<file path="src/rtl/gpuram_pkg.sv">
// Shared definitions for the GPU local RAM arbiter.
//   GPURAM_AW / GPURAM_DW : address and data width of the 1024x32 GPU RAM
//   GPURAM_MAXEXT         : default limit on consecutive external grants
//                           while a GPU request is waiting
//   gnt_e                 : grant code produced by the fairness block
package gpuram_pkg;

    localparam int GPURAM_AW     = 10;
    localparam int GPURAM_DW     = 32;
    localparam int GPURAM_MAXEXT = 4;

    typedef enum logic [1:0] {
        GNT_NONE = 2'd0,
        GNT_GPU  = 2'd1,
        GNT_EXT  = 2'd2
    } gnt_e;

endpackage

</file>
<file path="src/rtl/gpuram_fair.sv">
// Priority decision and starvation counter for the GPU RAM arbiter.
// Ports:
//   clk, reset : clock and synchronous active-high reset
//   gpu_req    : GPU core request
//   ext_req    : external bus request
//   gnt        : combinational grant code for this cycle (GNT_NONE while reset)
// External requests normally win a collision; after MAXEXT consecutive
// external wins against a waiting GPU request, the GPU is granted once.
module gpuram_fair
    import gpuram_pkg::*;
#(
    parameter int MAXEXT = GPURAM_MAXEXT
) (
    input  logic clk,
    input  logic reset,
    input  logic gpu_req,
    input  logic ext_req,
    output gnt_e gnt
);

    localparam logic [3:0] MAX_CNT = 4'(MAXEXT);

    logic [3:0] starve_cnt_q;
    logic [3:0] starve_cnt_d;

    always_comb begin
        gnt = GNT_NONE;
        if (!reset) begin
            if (gpu_req && ext_req) begin
                gnt = (starve_cnt_q < MAX_CNT) ? GNT_EXT : GNT_GPU;
            end else if (gpu_req) begin
                gnt = GNT_GPU;
            end else if (ext_req) begin
                gnt = GNT_EXT;
            end
        end
    end

    // The counter only measures how long the current GPU request has been
    // waiting, so any cycle without a GPU request, or a GPU win, restarts it.
    always_comb begin
        starve_cnt_d = starve_cnt_q;
        if (!gpu_req || gnt == GNT_GPU) begin
            starve_cnt_d = 4'd0;
        end else if (gnt == GNT_EXT && starve_cnt_q < MAX_CNT) begin
            starve_cnt_d = starve_cnt_q + 4'd1;
        end
    end

    always_ff @(posedge clk) begin
        if (reset) begin
            starve_cnt_q <= 4'd0;
        end else begin
            starve_cnt_q <= starve_cnt_d;
        end
    end

endmodule

</file>
<file path="src/rtl/gpuram_arb.sv">
// Single-port arbiter/sequencer for the 1024x32 GPU local RAM.
// Ports:
//   clk, reset                      : clock, synchronous active-high reset
//   gpu_req/we/addr/wdata, gpu_ack  : GPU core request port, combinational ack
//   gpu_rvalid                      : GPU read data valid (cycle after grant)
//   ext_req/we/addr/wdata, ext_ack  : external bus request port, combinational ack
//   ext_rvalid                      : external read data valid (cycle after grant)
//   rdata                           : read data shared by both ports
//   rama, ramen, ramwe, ram_wdata   : RAM controls, sampled by the RAM on the rising edge
//   ram_rdata                       : RAM read data, valid the cycle after a read
module gpuram_arb
    import gpuram_pkg::*;
#(
    parameter int AW     = GPURAM_AW,
    parameter int DW     = GPURAM_DW,
    parameter int MAXEXT = GPURAM_MAXEXT
) (
    input  logic          clk,
    input  logic          reset,
    input  logic          gpu_req,
    input  logic          gpu_we,
    input  logic [AW-1:0] gpu_addr,
    input  logic [DW-1:0] gpu_wdata,
    output logic          gpu_ack,
    output logic          gpu_rvalid,
    input  logic          ext_req,
    input  logic          ext_we,
    input  logic [AW-1:0] ext_addr,
    input  logic [DW-1:0] ext_wdata,
    output logic          ext_ack,
    output logic          ext_rvalid,
    output logic [DW-1:0] rdata,
    output logic [AW-1:0] rama,
    output logic          ramen,
    output logic          ramwe,
    output logic [DW-1:0] ram_wdata,
    input  logic [DW-1:0] ram_rdata
);

    gnt_e gnt;

    logic gpu_rvalid_q;
    logic gpu_rvalid_d;
    logic ext_rvalid_q;
    logic ext_rvalid_d;

    gpuram_fair #(
        .MAXEXT (MAXEXT)
    ) u_fair (
        .clk     (clk),
        .reset   (reset),
        .gpu_req (gpu_req),
        .ext_req (ext_req),
        .gnt     (gnt)
    );

    // RAM mux: the GPU port is the quiet default so the address/data bus
    // only toggles for external traffic when the external port actually wins.
    always_comb begin
        gpu_ack   = (gnt == GNT_GPU);
        ext_ack   = (gnt == GNT_EXT);
        ramen     = (gnt != GNT_NONE);
        rama      = gpu_addr;
        ram_wdata = gpu_wdata;
        ramwe     = 1'b0;
        if (gnt == GNT_EXT) begin
            rama      = ext_addr;
            ram_wdata = ext_wdata;
            ramwe     = ext_we;
        end else if (gnt == GNT_GPU) begin
            ramwe     = gpu_we;
        end
    end

    always_comb begin
        gpu_rvalid_d = gpu_ack && !gpu_we;
        ext_rvalid_d = ext_ack && !ext_we;
    end

    always_ff @(posedge clk) begin
        if (reset) begin
            gpu_rvalid_q <= 1'b0;
            ext_rvalid_q <= 1'b0;
        end else begin
            gpu_rvalid_q <= gpu_rvalid_d;
            ext_rvalid_q <= ext_rvalid_d;
        end
    end

    // A read granted just before reset rises must not report its data, so
    // the valid flags are also masked during the reset cycle itself.
    assign gpu_rvalid = gpu_rvalid_q && !reset;
    assign ext_rvalid = ext_rvalid_q && !reset;
    assign rdata      = ram_rdata;

endmodule

</file>
<file path="config.mk">
export PLATFORM = sky130hd
export DESIGN_NAME = gpuram_arb
export DESIGN_NICKNAME = d
export VERILOG_FILES = /design/src/rtl/gpuram_pkg.sv /design/src/rtl/gpuram_fair.sv /design/src/rtl/gpuram_arb.sv
export SDC_FILE = /design/constraint.sdc
export NUM_CORES = 1
export LEC_CHECK = 0
export BUFFER_PORTS_ARGS = -buffer_cell sky130_fd_sc_hd__buf_2
export CAP_MARGIN = 20
export CORE_AREA = 2 2 79 81
export CTS_BUF_LIST = sky130_fd_sc_hd__clkbuf_4
export DETAILED_ROUTE_END_ITERATION = 8
export DIE_AREA = 0 0 81 83
export PLACE_DENSITY_LB_ADDON = 0.12
export SYNTH_ARGS = -nofsm -noshare
export SYNTH_HDL_FRONTEND = slang
export SYNTH_SLANG_ARGS = --single-unit
</file>
<file path="constraint.sdc">
create_clock -name clk -period 2.1 [get_ports clk]
set_input_delay 0.525 -clock clk [delete_from_list [all_inputs] [get_ports clk]]
set_output_delay 0.525 -clock clk [all_outputs]
set_load 0.05 [all_outputs]
</file>
Word-level counts from Yosys, hierarchy flattened
Cells that the tools add are included.

word-level totals
  logic and storage cells = 29
  register bits after elaboration = 6
  input bits = 122

operators by class
  muxes and demuxes = 9
  equality and inequality tests = 2
  $add $sub $neg = 1
  reductions and logical operators = 13
  magnitude comparators = 1

operators with widths
  kind                   number
  $mux W32               1
  $mux W10               1
  $mux W2                5
  $logic_and A1 B1 Y1    6
  $add A4 B1 Y4 const B  1
  $logic_not A1 Y1       4
  $lt A4 B3 Y1 const B   1
  $eq A2 B1 Y1 const B   1
  $eq A2 B2 Y1 const B   1
  $mux W1                2
  $reduce_bool A2 Y1     1
  $reduce_or A2 Y1       1
  $logic_or A1 B1 Y1     1

Longest topological paths before layout
  word-level depth = 7
  depth in mapped cells = 5
  gate-level depth less buffers = 3

Cells and area by module
A second synthesis with hierarchy kept.

unflattened totals
  cell total of the unflattened synthesis = 105
  area total of the unflattened synthesis = 1219.9 um2

by module, submodules not included
  module       sequential area each (um2)  cells an instance  area an instance (um2)  times used
  gpuram_arb   40.0                        89                 1057.3                  1
  gpuram_fair  80.1                        16                 162.7                   1

Worst setup path before layout
No wires, ideal clock.

  path type = input -> output
  from = in gpu_req
  to = out ramwe
  arrival = 2119 ps
  stages = 3
  path buffers = 0
  required time = 1575 ps
  path slack = -544 ps
  cells stage by stage = or2b_1 a21oi_1 a22o_1

between the ends
  cells in the longest elaborated chain, start to end = 6
  elaborated cells between the ends (all ways) = 8
  those cells by class = eq/ne (2); mux (5); reduce/logical (1)

RTL lines
  item                                            line                                  text
  start, declared                                 gpuram_arb.sv:20                      input logic gpu_req,
  $mux W2 or $logic_and A1 B1 Y1 (tied branches)  gpuram_fair.sv:31, gpuram_fair.sv:29
  $mux W2 (*)                                     gpuram_fair.sv:29                     if (gpu_req && ext_req) begin
  $mux W2 (*)                                     gpuram_fair.sv:28                     if (!reset) begin
  $eq A2 B1 Y1 (*)                                --
  named net gpu_ack                               gpuram_arb.sv:24                      output logic gpu_ack,
  $mux W1 (*)                                     gpuram_arb.sv:70                      end else if (gnt == GNT_GPU) begin
  $mux W1 (*)                                     gpuram_arb.sv:66                      if (gnt == GNT_EXT) begin
  end, declared                                   gpuram_arb.sv:35                      output logic ramwe,

The timed path passes the listed nets; every way through them passes the cells marked *.

Worst setup path in the final report
  from = in ext_req
  to = out ramwe

between the ends
  cells in the longest elaborated chain, start to end = 7
  elaborated cells between the ends (all ways) = 9
  those cells by class = eq/ne (2); mux (6); reduce/logical (1)

RTL lines
  item             line               text
  start, declared  gpuram_arb.sv:26   input logic ext_req,
  $mux W2          gpuram_fair.sv:33  end else if (ext_req) begin
  $mux W2          gpuram_fair.sv:31  end else if (gpu_req) begin
  $mux W2 (*)      gpuram_fair.sv:29
  $mux W2 (*)      gpuram_fair.sv:28
  $eq A2 B1 Y1     gpuram_arb.sv:70
  $mux W1          gpuram_arb.sv:70
  $mux W1 (*)      gpuram_arb.sv:66

Every way passes the cells marked *; elsewhere a longest branch is shown, timed or not.

==> run summary <==
============================================================================
Overall routed net length .....................................      4295 um
Destination of the worst register-to-register timing path ..... ext_rvalid_q
RSZ-0062 raised after global routing ..........................         true
Clk slew on worst S/H paths ...................................      0.05 ns
Area of the placeable core ....................................    5816 um^2
Number of buffers and inverters on the critical path ..........            4
Height of the die .............................................        83 um
Congestion Overflow GR ........................................            0
Stages on the worst setup path ................................            7
Highest attainable clock frequency ............................   0.4550 GHz
Antenna Violating Nets Remaining ..............................            0
Number of clock buffers inserted by TritonCTS .................            3
Net count after synthesis .....................................          227
Post-route minimum period .....................................     2.198 ns
First DRT Iteration DRCs ......................................            9
Period Utilization, post-route ................................       104.7%
CTS tree ......................................................        built
Arrival time at the worst endpoint ............................      1.67 ns
VDD IR-drop max ...............................................  0.0002121 V
Critical-path top delay cell ..................................       a22o_2
Wire length of the first global-routing pass ..................      6016 um
Crit path from ................................................      ext_req
P per Cell Area ............................................... 427.2 nW/um^2
Global placement routability congestion .......................       0.7509
Initial antenna violation count ...............................            0
Final core occ ................................................       36.06%
Cell class contributing the biggest share of worst-path delay . buffers and inverters
Antenna fix cells .............................................            0
Global router's overall resource usage ........................       11.45%
Worst-case register-to-register setup slack ...................      0.94 ns
Req. time, crit path ..........................................      1.57 ns
Length in cells of the worst reg-to-reg path ..................            5
Maximum single-stage delay on the critical path ...............      0.26 ns
Placement row count ...........................................           28
Commonest non-fill, non-tap cell in the layout ................        buf_2
Initial standard-cell utilization of the core .................       20.57%
Worst skew pair latency .......................................      0.24 ns
Final setup slack of the worst path ...........................  -0.09804 ns
Critical Path Sink Type .......................................  output port
Maximum number of pins on one net before global-route repair ..           20
Synthesized instance count ....................................          104
Total negative setup slack ....................................    -1.535 ns
Hpwl dp .......................................................      3570 um
Leading cell types in the layout, fill and taps excluded ...... 92 x buf_2, 41 x buf_6, 38 x mux2_4, 9 x buf_4, 6 x dfxtp_1
Die ar. .......................................................    6723 um^2
1st-pass router iterations ....................................            3
Sequential element share of the synthesized area ..............       10.04%
Buffers from clock root to sink, at most ......................            2
Count of endpoints failing hold in the final timing report ....            0
Post-detailed-route DRC marker count ..........................            0
WHS ...........................................................    0.4187 ns
Critical path cell sequence ................................... buf_6 > nor2b_4 > and2_4 > clkbuf_16 > buf_4 > a22o_2 > buf_6
Summed instance area of the synthesized netlist ...............    1196 um^2
Unique masters post-synth .....................................           18
Final Net Count ...............................................          343
Critical Path End .............................................        ramwe
Pleak .........................................................     1.138 nW
Maximum level of the CTS H-tree ...............................            1
Outcome ....................................................... finished with violations
Highest net fanout along the worst path .......................            9
Number of warnings issued by yosys ............................            0
Count of clock tree sinks .....................................            6
Worst setup path category ..................................... input pin to output port
Violated checks ............................................... negative setup slack
Launching point of the worst reg2reg path ..................... u_fair.starve_cnt_q[2]
Number of synthesized register bits ...........................            6
Number of global-route vias before repair .....................         1178
Buffer type at the clock tree root ............................     clkbuf_4
I/O pin count .................................................          202
Number of max-slew violations in the final report .............            0
Setup violation total in the final timing report ..............           41
Max-Cap Viols .................................................            0
Die boundary width ............................................        81 um
Worst clock skew ..............................................  0.001046 ns
Average cell area after synthesis .............................   11.50 um^2
Layout cell share with drive strength beyond 1 ................       91.28%
Syn-to-layout area delta ......................................       75.31%
Number of vias after detailed routing .........................         1172
Post-detailed-route via-to-cell ratio .........................        4.000
Min-delay worst type .......................................... register to register
Total of buffers placed on input and output ports .............          137
Kind of start point of the critical path ......................    input pin
Most used cell, CP ............................................        buf_6
Routed wirelength normalized by instance count ................     14.66 um
Setup slack after placement ...................................   -0.1484 ns
============================================================================
[stage by stage]
step                      power (mW)  area, um^2  cells
after floorplan               0.6997        1209    104
after global placement        0.6844        1740    288
after detailed placement      0.6867        1740    288
after CTS                     0.8901        2042    292
after global routing          0.9376        2097    293
final                         0.8958        2097    293
[worst min-delay path by stage]
stage / to / depth (start not counted) / startpoint / slack [ns]
after global placement: u_fair.starve_cnt_q[0] / 1 / u_fair.starve_cnt_q[0] / 0.42
after floorplan: u_fair.starve_cnt_q[0] / 1 / u_fair.starve_cnt_q[0] / 0.40
after detailed placement: u_fair.starve_cnt_q[0] / 1 / u_fair.starve_cnt_q[0] / 0.42
after CTS: u_fair.starve_cnt_q[0] / 1 / u_fair.starve_cnt_q[0] / 0.42
final: u_fair.starve_cnt_q[0] / 1 / u_fair.starve_cnt_q[0] / 0.42
after global routing: u_fair.starve_cnt_q[0] / 1 / u_fair.starve_cnt_q[0] / 0.45
[state kept, by name (all words and copies together), names as in the netlist]
register / count
u_fair.starve_cnt_q: 4
ext_rvalid_q: 1
gpu_rvalid_q: 1
[kinds of logic (layout without fill, tap and decap cells)]
family	Yosys count	after routing	synth area share (%)
compound gates	3	3	1.568
mux	42	42	51.15
fa+ha+maj	1	1	1.046
buf+inv	37	151	28.45
simple gates	14	14	7.427
other cells	1	1	0.3135
flops	6	6	10.04
[report_power, final]
| part | total [mW] | internal [mW] | switching, mW |
|---|---|---|---|
| logic | 0.671 | 0.306 | 0.365 |
| registers | 0.119 | 0.117 | 0.00135 |
| clock network | 0.106 | 0.0646 | 0.0414 |
| total | 0.896 | 0.488 | 0.408 |
[per-layer routing]
metal	routed length, um	vias to the layer above	global-route usage [%]
met4	9	0	2.311
li1	-	552	-
met5	0	-	0
met3	685	2	5.109
met1	1350	527	10.64
met2	2250	91	22.24
[synthesized netlist by cell type, drive strengths merged]
library cell	number	area (um^2)
and2b	1	7.510
o21ai	1	5.000
or2b	1	7.510
buf	37	340.3
nor2b	5	33.78
mux2	42	611.8
and3	1	7.510
a22o	1	8.760
a21oi	1	5.000
conb	1	3.750
dfxtp	6	120.1
ha	1	12.51
nor2	3	11.26
and2	3	21.27
[cell type report]
type,count,area (um^2)
clock buffer,3,22.52
tap,75,93.84
sequential,6,120.1
fill,612,3719
timing repair buffer,148,1100
multi-input combinational,61,760.7
[what timing repair did]
action / 4_1_cts / 5_1_grt
setup endpoints to repair: 43 / 44
cloned: 0 / 1
hold buffers: 0 / 0
gates resized for setup: 85 / 9
setup buffers: 1 / 0
pin swaps: 0 / 1
(Power assumes the default switching activity.)
